## src/rtl/lif_pkg.sv

```systemverilog
// rtl/lif_pkg.sv - shared types, defaults and saturating add for the LIF neuron array
// Optional spike counters are enabled with LIF_SPIKE_COUNT_EN.
package lif_pkg;

  typedef enum logic {LIF_INTEGRATE, LIF_REFRAC} lif_state_t;

  localparam int LIF_WIDTH         = 8;
  localparam int LIF_N_CH          = 2;
  localparam int LIF_LEAK_SHIFT    = 3;
  localparam int LIF_REFRAC_CYCLES = 4;
  localparam int LIF_SAT_W         = 32;

  // One extra bit of headroom catches the carry so the result clips instead of wrapping.
  function automatic logic [LIF_SAT_W-1:0] lif_sat_add(
    input logic [LIF_SAT_W-1:0] a,
    input logic [LIF_SAT_W-1:0] b,
    input int                   width
  );
    logic [LIF_SAT_W:0] sum;
    logic [LIF_SAT_W:0] max_v;
    sum   = {1'b0, a} + {1'b0, b};
    max_v = ((LIF_SAT_W+1)'(1) << width) - (LIF_SAT_W+1)'(1);
    return (sum > max_v) ? max_v[LIF_SAT_W-1:0] : sum[LIF_SAT_W-1:0];
  endfunction

endpackage

```

## src/rtl/lif_neuron_array_if.sv

```systemverilog
// rtl/lif_neuron_array_if.sv - pin bundle between the wrapper and the neuron array
// Carries cnt_clr/spike_cnt only when LIF_SPIKE_COUNT_EN is defined.
interface lif_neuron_array_if #(
  parameter int WIDTH = 8,
  parameter int N_CH  = 2
) ();

  logic                   en;
  logic [N_CH*WIDTH-1:0]  i_syn;
  logic [WIDTH-1:0]       thresh;
  logic [N_CH*WIDTH-1:0]  v_mem;
  logic [N_CH-1:0]        spike;
  logic [N_CH-1:0]        refrac;
`ifdef LIF_SPIKE_COUNT_EN
  logic                   cnt_clr;
  logic [N_CH*8-1:0]      spike_cnt;

  modport master (output en, i_syn, thresh, cnt_clr, input v_mem, spike, refrac, spike_cnt);
  modport slave  (input en, i_syn, thresh, cnt_clr, output v_mem, spike, refrac, spike_cnt);
`else
  modport master (output en, i_syn, thresh, input v_mem, spike, refrac);
  modport slave  (input en, i_syn, thresh, output v_mem, spike, refrac);
`endif

endinterface

```

## src/rtl/lif_channel.sv

```systemverilog
// rtl/lif_channel.sv - one leaky integrate-and-fire neuron with refractory timing
// Optional saturating spike counter under LIF_SPIKE_COUNT_EN.
module lif_channel
  import lif_pkg::*;
#(
  parameter int WIDTH         = LIF_WIDTH,
  parameter int LEAK_SHIFT    = LIF_LEAK_SHIFT,
  parameter int REFRAC_CYCLES = LIF_REFRAC_CYCLES
) (
  input  logic             clk,
  input  logic             rst_n,
  input  logic             en,
  input  logic [WIDTH-1:0] i_syn,
  input  logic [WIDTH-1:0] thresh,
`ifdef LIF_SPIKE_COUNT_EN
  input  logic             cnt_clr,
  output logic [7:0]       spike_cnt,
`endif
  output logic [WIDTH-1:0] v_mem,
  output logic             spike,
  output logic             refrac
);

  localparam int CNT_W = (REFRAC_CYCLES > 0) ? $clog2(REFRAC_CYCLES + 1) : 1;

  lif_state_t       state;
  logic [CNT_W-1:0] cnt;
  logic [WIDTH-1:0] v;
  logic [WIDTH-1:0] leaked;
  logic [WIDTH-1:0] v_next;
  logic             fire;

  // Leak never underflows since v >> LEAK_SHIFT <= v.
  assign leaked = v - (v >> LEAK_SHIFT);
  assign v_next = WIDTH'(lif_sat_add(LIF_SAT_W'(leaked), LIF_SAT_W'(i_syn), WIDTH));
  assign fire   = (thresh != '0) && (v_next >= thresh);

  always_ff @(posedge clk or negedge rst_n) begin
    if (!rst_n) begin
      state <= LIF_INTEGRATE;
      cnt   <= '0;
      v     <= '0;
      spike <= 1'b0;
    end else if (en) begin
      case (state)
        LIF_INTEGRATE: begin
          if (fire) begin
            v     <= '0;
            spike <= 1'b1;
            if (REFRAC_CYCLES > 0) begin
              cnt   <= CNT_W'(REFRAC_CYCLES);
              state <= LIF_REFRAC;
            end
          end else begin
            v     <= v_next;
            spike <= 1'b0;
          end
        end
        LIF_REFRAC: begin
          v     <= '0;
          spike <= 1'b0;
          cnt   <= cnt - CNT_W'(1);
          if (cnt == CNT_W'(1)) state <= LIF_INTEGRATE;
        end
        default: begin
          state <= LIF_INTEGRATE;
          spike <= 1'b0;
        end
      endcase
    end else begin
      spike <= 1'b0;
    end
  end

  assign v_mem  = v;
  assign refrac = (state == LIF_REFRAC);

`ifdef LIF_SPIKE_COUNT_EN
  logic [7:0] scnt;

  always_ff @(posedge clk or negedge rst_n) begin
    if (!rst_n) begin
      scnt <= '0;
    end else if (cnt_clr) begin
      scnt <= '0;
    end else if (en && state == LIF_INTEGRATE && fire && scnt != 8'hFF) begin
      scnt <= scnt + 8'd1;
    end
  end

  assign spike_cnt = scnt;
`endif

endmodule

```

## src/rtl/lif_neuron_array.sv

```systemverilog
// rtl/lif_neuron_array.sv - N_CH independent LIF neurons sharing one threshold
// Spike counters per channel are added when LIF_SPIKE_COUNT_EN is defined.
module lif_neuron_array
  import lif_pkg::*;
#(
  parameter int WIDTH         = LIF_WIDTH,
  parameter int N_CH          = LIF_N_CH,
  parameter int LEAK_SHIFT    = LIF_LEAK_SHIFT,
  parameter int REFRAC_CYCLES = LIF_REFRAC_CYCLES
) (
  input  logic              clk,
  input  logic              rst_n,
  lif_neuron_array_if.slave io
);

  for (genvar k = 0; k < N_CH; k++) begin : g_ch
    lif_channel #(
      .WIDTH         (WIDTH),
      .LEAK_SHIFT    (LEAK_SHIFT),
      .REFRAC_CYCLES (REFRAC_CYCLES)
    ) u_ch (
      .clk       (clk),
      .rst_n     (rst_n),
      .en        (io.en),
      .i_syn     (io.i_syn[k*WIDTH +: WIDTH]),
      .thresh    (io.thresh),
`ifdef LIF_SPIKE_COUNT_EN
      .cnt_clr   (io.cnt_clr),
      .spike_cnt (io.spike_cnt[k*8 +: 8]),
`endif
      .v_mem     (io.v_mem[k*WIDTH +: WIDTH]),
      .spike     (io.spike[k]),
      .refrac    (io.refrac[k])
    );
  end

endmodule

```

## src/flat_wrapper.sv

```systemverilog
// flat-port wrapper written by rule: the top's interface ports become plain ports
module lif_neuron_array_flat import lif_pkg::*;
#(
  parameter int WIDTH         = LIF_WIDTH,
  parameter int N_CH          = LIF_N_CH,
  parameter int LEAK_SHIFT    = LIF_LEAK_SHIFT,
  parameter int REFRAC_CYCLES = LIF_REFRAC_CYCLES
)
  (clk, rst_n, io_en, io_i_syn, io_thresh, io_v_mem, io_spike, io_refrac);
  lif_neuron_array_if #(.WIDTH(WIDTH), .N_CH(N_CH)) io_i ();
  input  logic clk;
  input  logic rst_n;
  input wire logic [$bits(io_i.en)-1:0] io_en;
  input wire logic [$bits(io_i.i_syn)-1:0] io_i_syn;
  input wire logic [$bits(io_i.thresh)-1:0] io_thresh;
  output wire logic [$bits(io_i.v_mem)-1:0] io_v_mem;
  output wire logic [$bits(io_i.spike)-1:0] io_spike;
  output wire logic [$bits(io_i.refrac)-1:0] io_refrac;
  assign io_i.en = io_en;
  assign io_i.i_syn = io_i_syn;
  assign io_i.thresh = io_thresh;
  assign io_v_mem = io_i.v_mem;
  assign io_spike = io_i.spike;
  assign io_refrac = io_i.refrac;
  lif_neuron_array #(.WIDTH(WIDTH), .N_CH(N_CH), .LEAK_SHIFT(LEAK_SHIFT), .REFRAC_CYCLES(REFRAC_CYCLES)) u_core (.clk(clk), .rst_n(rst_n), .io(io_i));
endmodule
```

## config.mk

```make
export PLATFORM = sky130hd
export DESIGN_NAME = lif_neuron_array_flat
export DESIGN_NICKNAME = d
export VERILOG_FILES = /design/src/rtl/lif_pkg.sv /design/src/rtl/lif_neuron_array_if.sv /design/src/rtl/lif_channel.sv /design/src/rtl/lif_neuron_array.sv /design/src/flat_wrapper.sv
export SDC_FILE = /design/constraint.sdc
export NUM_CORES = 1
export LEC_CHECK = 0
export BUFFER_PORTS_ARGS = -buffer_cell sky130_fd_sc_hd__buf_2
export CAP_MARGIN = 20
export CORE_MARGIN = 1.5
export CORE_UTILIZATION = 45
export CTS_BUF_LIST = sky130_fd_sc_hd__clkbuf_4
export DETAILED_ROUTE_END_ITERATION = 12
export PLACE_DENSITY = 0.68
export SYNTH_ARGS = -nofsm -noshare
export SYNTH_HDL_FRONTEND = slang
export SYNTH_SLANG_ARGS = --single-unit
```

## constraint.sdc

```tcl
create_clock -name clk -period 4.1 [get_ports clk]
set_clock_uncertainty 0.15 [all_clocks]
set_input_delay 0.82 -clock clk [delete_from_list [all_inputs] [get_ports clk]]
set_output_delay 0.82 -clock clk [all_outputs]
set_load 0.05 [all_outputs]
```

# == Word-level counts from Yosys, hierarchy flattened ==
# Cells that the tools add are included.
# word_totals
reg_bits,26
out_inout_bits,20
# classes
reduce_logical,5
n_eq_ne,4
n_mux,20
add_sub_neg,6
bitwise_logic,2
order_cmp,4
# ops
cell,count
$mux 8,4
$pmux 8 s2,2
$add 8x8->9,2
$gt 9x8->1 const B,2
$ge 8x8->1,2
$sub 8x5->8,2
$pmux 3 s2,2
$pmux 1 s2,4
$reduce_bool 8->1,1
$eq 3x1->1 const B,2
$mux 1,6
$mux 3,2
$sub 3x1->3 const B,2
$ne 2x2->1 const B,2
$reduce_and 2->1,2
$logic_and 1x1->1,2
$not 1->1,2

# == Longest topological paths before layout ==
# Gate-level depths: netlist (run 1).
# logic_depth
ltp_word,9
mapped_depth,20
depth_no_buf,20

# == Cells and area by module ==
# From an unflattened synthesis (run 1), not the netlist that was laid out.
# unflattened
cells_unflattened,355
area_unflattened_um2,3060.4
# modules_own_cells
module,cells_each,seq_area_each_um2,n_inst,area_per_inst_um2
lif_channel at u_core.g_ch[1].u_ch,179,325.3,1,1542.7
lif_channel at u_core.g_ch[0].u_ch,176,325.3,1,1517.7

# == Least setup slack after synthesis (run 1) ==
# No wires, ideal clock.
# synth_timing
kind,reg2reg
startpoint,register u_core.g_ch[0].u_ch.v[4]
endpoint,register u_core.g_ch[0].u_ch.v[0]
required_time_ps,3805
stages_incl_launch_ff,20
arrival_time_ps,4386
path_slack_ps,-581
setup_time_ps,145
synth_period_minus_slack_ps,4681
cell_sequence,dfrtp_1 inv_1 ha_1 nor2b_4 o21a_1 o21a_1 o211a_1 a2111oi_1 ha_1 nand3_1 nor3_1 mux2_2 o22ai_1 inv_1 ha_1 a211oi_1 and3b_1 o21a_1 o21bai_1 o22ai_1
# synth_between
elab_chain_len,8
# synth_lines
element,line_no,text
from (decl),lif_channel.sv:28,logic [WIDTH-1:0] v;
from (signal assigned),lif_channel.sv:55,v <= v_next;
$sub 8x5->8 *,lif_channel.sv:34,assign leaked = v - (v >> LEAK_SHIFT);
$add 8x8->9 *,lif_pkg.sv:21,"sum = {1'b0, a} + {1'b0, b};"
$gt 9x8->1,lif_pkg.sv:23,return (sum > max_v) ? max_v[LIF_SAT_W-1:0] : sum[LIF_SAT_W-1:0];
$mux 8 *,lif_pkg.sv:23,
$ge 8x8->1,lif_channel.sv:36,assign fire = (thresh != '0) && (v_next >= thresh);
$logic_and 1x1->1,lif_channel.sv:36,
$mux 8 *,lif_channel.sv:47,if (fire) begin
$pmux 8 s2 *,lif_channel.sv:45,case (state)
# Every way passes the cells marked *; elsewhere a longest branch is shown, timed or not.
# A chain may end at the register's enable or synchronous reset.

# == Worst setup path after layout (run 1) ==
# layout_timing
startpoint,register u_core.g_ch[0].u_ch.v[4]
endpoint,register u_core.g_ch[0].u_ch.v[4]
# Same word-level chain as after synthesis.

==> flow_metrics.env, run 1 <==
export IMPL_outcome="finished, violations left"
export IMPL_violations="setup timing"
export IMPL_clkSinkCount=26
export IMPL_synth_avg_cell_area_um2=8.37
export IMPL_fin_crit_ns=4.35
export IMPL_initial_core_util=0.462
export IMPL_synth_top_family_by_area="compound AO/OA/AOI/OAI gates"
export IMPL_synthXorXnorAreaFrac=0.0301
export IMPL_tightestPinTransition_ns=0.654
export IMPL_fin_crit_sh=1.06
export IMPL_cts_max_level=1
export IMPL_first_pass_iters=5
export IMPL_fin_nets=558
export IMPL_die_area_mm2=0.00697
export IMPL_cp_arrival_ns=4.41
export IMPL_syn_to_final_growth_pct=50.2
export IMPL_synth_mux_area_fraction=0.0155
export IMPL_grt_use_met2=0.399
export IMPL_ys_top_cells_by_area="dfrtp_1 (22%), ha_1 (20%), inv_1 (7.2%), o22ai_1 (4.3%), fa_1 (2.7%)"
export IMPL_clock_latency_ns=0.34
export IMPL_grt_util_met1=0.326
export IMPL_setup_ws_ns=-0.252
export IMPL_root_buffer="clkbuf_4"
export IMPL_crit_fanout=8
export IMPL_remaining_drc_errors=0
export IMPL_synth_warnings=0
export IMPL_critPathMaxStageDelay_ns=0.44
export IMPL_routed_wl_mm=7.94
export IMPL_gp_congestion=0.940
export IMPL_final_hold_viol_count=0
export IMPL_startpoint_type="register"
export IMPL_cts_hold_buf=0
export IMPL_dpl_hpwl_mm=6.09
export IMPL_drive_above_1_share=0.479
export IMPL_endpoint_kind="register"
export IMPL_synth_seq_area_share=0.223
export IMPL_antenna_cells=0
export IMPL_numPortBuffers=46
export IMPL_syn_num_nets=425
export IMPL_crit_chain="inv_2, ha_4, nor2b_4, o21a_1, o21a_4, o211a_1, a311o_1, ha_4, or3_4, mux2_2, o22ai_2, inv_1, ha_4, o211ai_1, nand2_1, o211ai_1, buf_4, o21bai_4, o22ai_2"
export IMPL_synthFlopType="dfrtp_1"
export IMPL_grt_max_degree=33
export IMPL_drtAntennaViolNets=0
export IMPL_synth_compound_area_share=0.240
export IMPL_drt_iter0_drc=192
export IMPL_mostFrequentLayoutCell="buf_4"
export IMPL_clock_path_buffers=2
export IMPL_synth_cell_types=48
export IMPL_grt_use_met3=0.0346
export IMPL_layout_cells_non_filler=557
export IMPL_synth_cells=348
export IMPL_crit_required_ns=4.16
export IMPL_ys_async_sr_fraction=1.00
export IMPL_cts_tree="built"
export IMPL_crit_type="reg2reg"
export IMPL_nFillCells=494
export IMPL_max_cap_violations=0
export IMPL_rsz0062_at_grt="yes"
export IMPL_numCtsBuffers=3
export IMPL_setup_violations=26
export IMPL_slew_headroom=0.564
export IMPL_die_width_um=83.5
export IMPL_cp_slowest_cell="dfrtp_2"
export IMPL_synth_adder_area_share=0.225
export IMPL_ios=47
export IMPL_vias=3042
export IMPL_placed_cells=536
export IMPL_busiest_layer="met2"
export IMPL_synth_area_leader_cell="dfrtp_1"
export IMPL_fin_util=0.693
export IMPL_cp_common_cell="ha_4"
export IMPL_hp_class="in2async"
export IMPL_grt_pass1_wl_mm=13.7
export IMPL_final_cell_mix="buf_4 (88), inv_1 (51), buf_2 (46), ha_1 (34), nor2_1 (19)"
export IMPL_syn_area_mm2=0.00291
export IMPL_grt_overflow=0
export IMPL_fmax_mhz=230
export IMPL_report_final_slew_viol_count=0
export IMPL_clk_pin_slew_ns=0.15
export IMPL_ff2ff_path_depth=19
export IMPL_dieHeight_um=83.5
export IMPL_coreArea_mm2=0.00631
export IMPL_synthSimpleGateAreaFrac=0.179
export IMPL_grt_util_all_layers=0.233
export IMPL_antenna_found_initial=0
export IMPL_wire_per_inst_um=14.3
export IMPL_yosysTopAreaCellShare=0.223
export IMPL_ys_ff_latch=26
export IMPL_grt_pass1_vias=3097
export IMPL_viasPerCell=5.46
export IMPL_row_count=29
export IMPL_synth_edf_count=0
==> through the flow <==
step	area (um^2)	hold WS, ns	setup slack, ns	setup TNS, ns
after global placement	3930	0.363	-0.301	-4.49
after CTS	4250	0.328	-0.229	-4.43
final	4380	0.318	-0.252	-4.81
after global routing	4380	0.343	-0.461	-10.01
after floorplan	3100	0.336	-0.115	-1.22
after detailed placement	3930	0.365	-0.345	-5.74
==> timing repair <==
action                     CTS  global route
setup endpoints to repair   26            26
pin swaps                   13            16
buffers inserted            18             1
resized for setup           30            26
==> path summary, 6_finish.rpt <==
path	startpoint	endpoint	slack [ns]
setup reg to reg	u_core.g_ch[0].u_ch.v_mem[4]$_DFFE_PN0P_	u_core.g_ch[0].u_ch.v_mem[4]$_DFFE_PN0P_	-0.25
max in group asynchronous	rst_n	u_core.g_ch[1].u_ch.v_mem[5]$_DFFE_PN0P_	3.05
setup / recovery	u_core.g_ch[0].u_ch.v_mem[4]$_DFFE_PN0P_	u_core.g_ch[0].u_ch.v_mem[4]$_DFFE_PN0P_	-0.25
min in group clk	u_core.g_ch[0].u_ch.cnt[0]$_DFFE_PN0P_	u_core.g_ch[0].u_ch.cnt[0]$_DFFE_PN0P_	0.39
hold / removal	rst_n	u_core.g_ch[0].u_ch.cnt[0]$_DFFE_PN0P_	0.32
hold reg to reg	u_core.g_ch[0].u_ch.cnt[0]$_DFFE_PN0P_	u_core.g_ch[0].u_ch.cnt[0]$_DFFE_PN0P_	0.39
==> state kept, by name, summed over array words and instances (netlist names) <==
name / cells
u_core.g_ch.u_ch.cnt: 6
u_core.g_ch.u_ch.refrac: 2
u_core.g_ch.u_ch.v_mem: 16
u_core.g_ch.u_ch.spike: 2
==> cells in the mapped netlist, types with 5 or more instances <==
cell,instances
a21oi_1,12
o22ai_1,20
ha_1,46
nand3_1,10
inv_1,56
nor2_1,21
nor3b_1,7
o21bai_1,6
nand2b_1,6
dfrtp_1,26
a211oi_1,6
nand2_1,14
o21ai_0,14
o21a_1,10
nor3_1,13
xnor2_1,6
o211ai_1,5
==> critical path, delay by kind of cell (launching register included) <==
| family | cells | cell delay [ns] |
|---|---|---|
| multiplexers | 1 | 0.28 |
| flip-flops | 1 | 0.44 |
| AND/OR/NAND/NOR | 3 | 0.59 |
| buffers and inverters | 3 | 0.32 |
| AO/OA/AOI/OAI | 9 | 1.71 |
| adder cells (fa/ha/maj) | 3 | 0.74 |
==> final cells by class <==
class                      instances  area (um^2)  area share
clock buffer                       3         22.5     0.00515
clock inverter                     1         30.0     0.00686
inverter                          56          210      0.0480
multi-input combinational        259         2450       0.560
sequential                        26          666       0.152
tap                               77         96.3      0.0220
timing repair buffer             135          902       0.206
==> kinds of logic (layout without fill, tap and decap cells) <==
kind of cell	after synthesis	in the layout
buffers and inverters	63	195
flip-flops	26	26
AND/OR/NAND/NOR	95	95
multiplexers	4	4
AO/OA/AOI/OAI	100	100
adder cells (fa/ha/maj)	50	50
XOR/XNOR	10	10
==> routing by layer <==
metal / wire length [um] / vias to the layer above
met1: 3730 / 1455
met4: 31 / 0
li1: - / 1520
met2: 3850 / 61
met5: 0 / -
met3: 329 / 6
Power of run 1 is left out: the tool's default activity adds up to more than one toggle a clock period on the data nets, which glitch-free logic cannot reach.
==> run 2, diff against run 1 <==
--- a/config.mk
+++ b/config.mk
@@ -7,3 +7,2 @@
 export LEC_CHECK = 0
-export BUFFER_PORTS_ARGS = -buffer_cell sky130_fd_sc_hd__buf_2
 export CAP_MARGIN = 20
@@ -13,3 +12,3 @@
 export DETAILED_ROUTE_END_ITERATION = 12
-export PLACE_DENSITY = 0.68
+export DONT_BUFFER_PORTS = 1
 export SYNTH_ARGS = -nofsm -noshare
==> constraint.sdc (replaced) <==
create_clock -name clk -period 4.1 [get_ports clk]
set_clock_uncertainty 0.15 [all_clocks]
set_input_delay 1.23 -clock clk [delete_from_list [all_inputs] [get_ports clk]]
set_output_delay 1.23 -clock clk [all_outputs]
set_load 0.05 [all_outputs]
==> run 2 against run 1 <==
The run still ends with setup timing left. Core utilization is 0.73 points higher. Via count is 4.6% lower. Critical path type unchanged. Critical endpoint is now u_core.g_ch[0].u_ch.v_mem[5]$_DFFE_PN0P_. Sequential cell count stayed put. Global-route usage is 0.16 points higher. Highest routed layer unchanged. Critical path depth is 3 higher. Non-clock buffer count is 33 lower.
==> flow_metrics.env, run 2 (same netlist as run 1, synthesis figures left out) <==
export IMPL_cts_hold_buf=0
export IMPL_slew_headroom=0.578
export IMPL_outcome="finished, violations left"
export IMPL_grt_pass1_wl_mm=13.7
export IMPL_syn_to_final_growth_pct=51.8
export IMPL_drive_above_1_share=0.479
export IMPL_final_hold_viol_count=0
export IMPL_wire_per_inst_um=16.1
export IMPL_row_count=29
export IMPL_regToRegSetupSlack_ns=-0.27
export IMPL_dpl_hpwl_mm=6.13
export IMPL_numPortBuffers=0
export IMPL_cts_tree="built"
export IMPL_vias=2903
export IMPL_placed_cells=508
export IMPL_largest_reg_flops=16
export IMPL_nFillCells=487
export IMPL_initial_core_util=0.462
export IMPL_grt_max_degree=33
export IMPL_first_pass_iters=5
export IMPL_die_width_um=83.5
export IMPL_mostFrequentLayoutCell="buf_4"
export IMPL_numCtsBuffers=3
export IMPL_hp_class="reg2reg"
export IMPL_coreArea_mm2=0.00631
export IMPL_crit_required_ns=4.18
export IMPL_root_buffer="clkbuf_4"
export IMPL_antenna_found_initial=0
export IMPL_violations="setup timing"
export IMPL_ios=47
export IMPL_fin_crit_sh=1.07
export IMPL_hold_depth=1
export IMPL_fin_nets=525
export IMPL_remaining_drc_errors=0
export IMPL_hold_start="u_core.g_ch[0].u_ch.cnt[0]$_DFFE_PN0P_"
export IMPL_report_final_slew_viol_count=0
export IMPL_clkSinkCount=26
export IMPL_max_cap_violations=0
export IMPL_antenna_cells=0
export IMPL_ff2ff_path_depth=22
export IMPL_drtAntennaViolNets=0
export IMPL_grt_overflow=0
export IMPL_clk_pin_slew_ns=0.15
export IMPL_grt_pass1_vias=2906
export IMPL_crit_fanout=8
export IMPL_setup_ws_ns=-0.272
export IMPL_grt_util_all_layers=0.235
export IMPL_startpoint_type="register"
export IMPL_tightestPinTransition_ns=0.632
export IMPL_gp_congestion=0.859
export IMPL_reg2reg_from="u_core.g_ch[0].u_ch.v_mem[4]$_DFFE_PN0P_"
export IMPL_viasPerCell=5.54
export IMPL_fin_tns_setup_ns=-5.00
export IMPL_setup_violations=26
export IMPL_drt_iter0_drc=113
export IMPL_endpoint_kind="register"
export IMPL_final_cell_mix="buf_4 (98), inv_1 (47), ha_1 (32), nor2_1 (19)"
export IMPL_die_area_mm2=0.00697
export IMPL_cp_arrival_ns=4.45
export IMPL_holdPathEnd="u_core.g_ch[0].u_ch.cnt[0]$_DFFE_PN0P_"
export IMPL_cts_max_level=1
export IMPL_rsz0062_at_grt="yes"
export IMPL_fmax_mhz=229
export IMPL_crit_type="reg2reg"
export IMPL_r2r_end="u_core.g_ch[0].u_ch.v_mem[5]$_DFFE_PN0P_"
export IMPL_clock_path_buffers=2
export IMPL_dieHeight_um=83.5
export IMPL_clock_latency_ns=0.34
export IMPL_fin_crit_ns=4.37
export IMPL_layout_cells_non_filler=524
export IMPL_routed_wl_mm=8.42
export IMPL_crit_path_start="u_core.g_ch[0].u_ch.v_mem[4]$_DFFE_PN0P_"
[run 2: per-stage QoR]
step	hold WS [ns]	utilization	instance area (um^2)	setup slack, ns
global route	0.385	0.701	4420	-0.423
global placement	0.354	0.607	3830	-0.517
finish	0.385	0.701	4420	-0.272
floorplan	0.336	-	3100	-0.115
CTS	0.381	0.666	4200	-0.276
detailed placement	0.359	0.607	3830	-0.602
[run 2: how the worst max path moves through the flow]
stage	cells past startpoint	end	slack, ns
floorplan	19	u_core.g_ch[0].u_ch.cnt[2]$_DFFE_PN0P_	-0.11
global placement	20	u_core.g_ch[0].u_ch.v_mem[3]$_DFFE_PN0P_	-0.52
detailed placement	20	u_core.g_ch[0].u_ch.v_mem[3]$_DFFE_PN0P_	-0.60
CTS	22	u_core.g_ch[0].u_ch.v_mem[5]$_DFFE_PN0P_	-0.28
global route	19	u_core.g_ch[0].u_ch.v_mem[5]$_DFFE_PN0P_	-0.42
finish	22	u_core.g_ch[0].u_ch.v_mem[5]$_DFFE_PN0P_	-0.27
[run 2: repair_timing]
item,CTS,global route
gates cloned,0,0
pin swaps,29,28
gates resized for setup,49,39
setup endpoints to repair,26,26
setup buffers,10,3
[run 2: area by class of cell]
cell class	count	area, um^2	area share
clock inverter	1	30.0	0.00679
tap	77	96.3	0.0218
multi-input combinational	259	2620	0.592
inverter	56	210	0.0475
sequential	26	666	0.150
clock buffer	3	22.5	0.00509
timing repair buffer	102	781	0.177
[run 2: worst max-delay path, stage by stage, from the launching register on]
cell	delay [ns]
dfrtp_2	0.44
inv_2	0.08
ha_4	0.19
nor2b_4	0.12
o21a_1	0.20
o21a_4	0.23
o211a_1	0.24
a2111oi_4	0.29
ha_4	0.28
buf_4	0.15
nor2b_4	0.12
or3b_2	0.45
nand3_1	0.11
nor3_2	0.06
inv_1	0.11
ha_4	0.15
o211ai_1	0.10
nand2_1	0.08
o211ai_1	0.08
buf_4	0.16
buf_6	0.11
o21bai_4	0.24
o22ai_1	0.14
[run 2: metal layers]
metal,up-vias,routed length (um),part of all wire,global-route usage
met5,-,0,0,0
met4,0,67,0.0080,0.0224
met3,8,356,0.042,0.0366
met2,56,4040,0.48,0.396
met1,1391,3950,0.47,0.332
li1,1448,-,-,-
Power of run 2 is left out for the same reason.
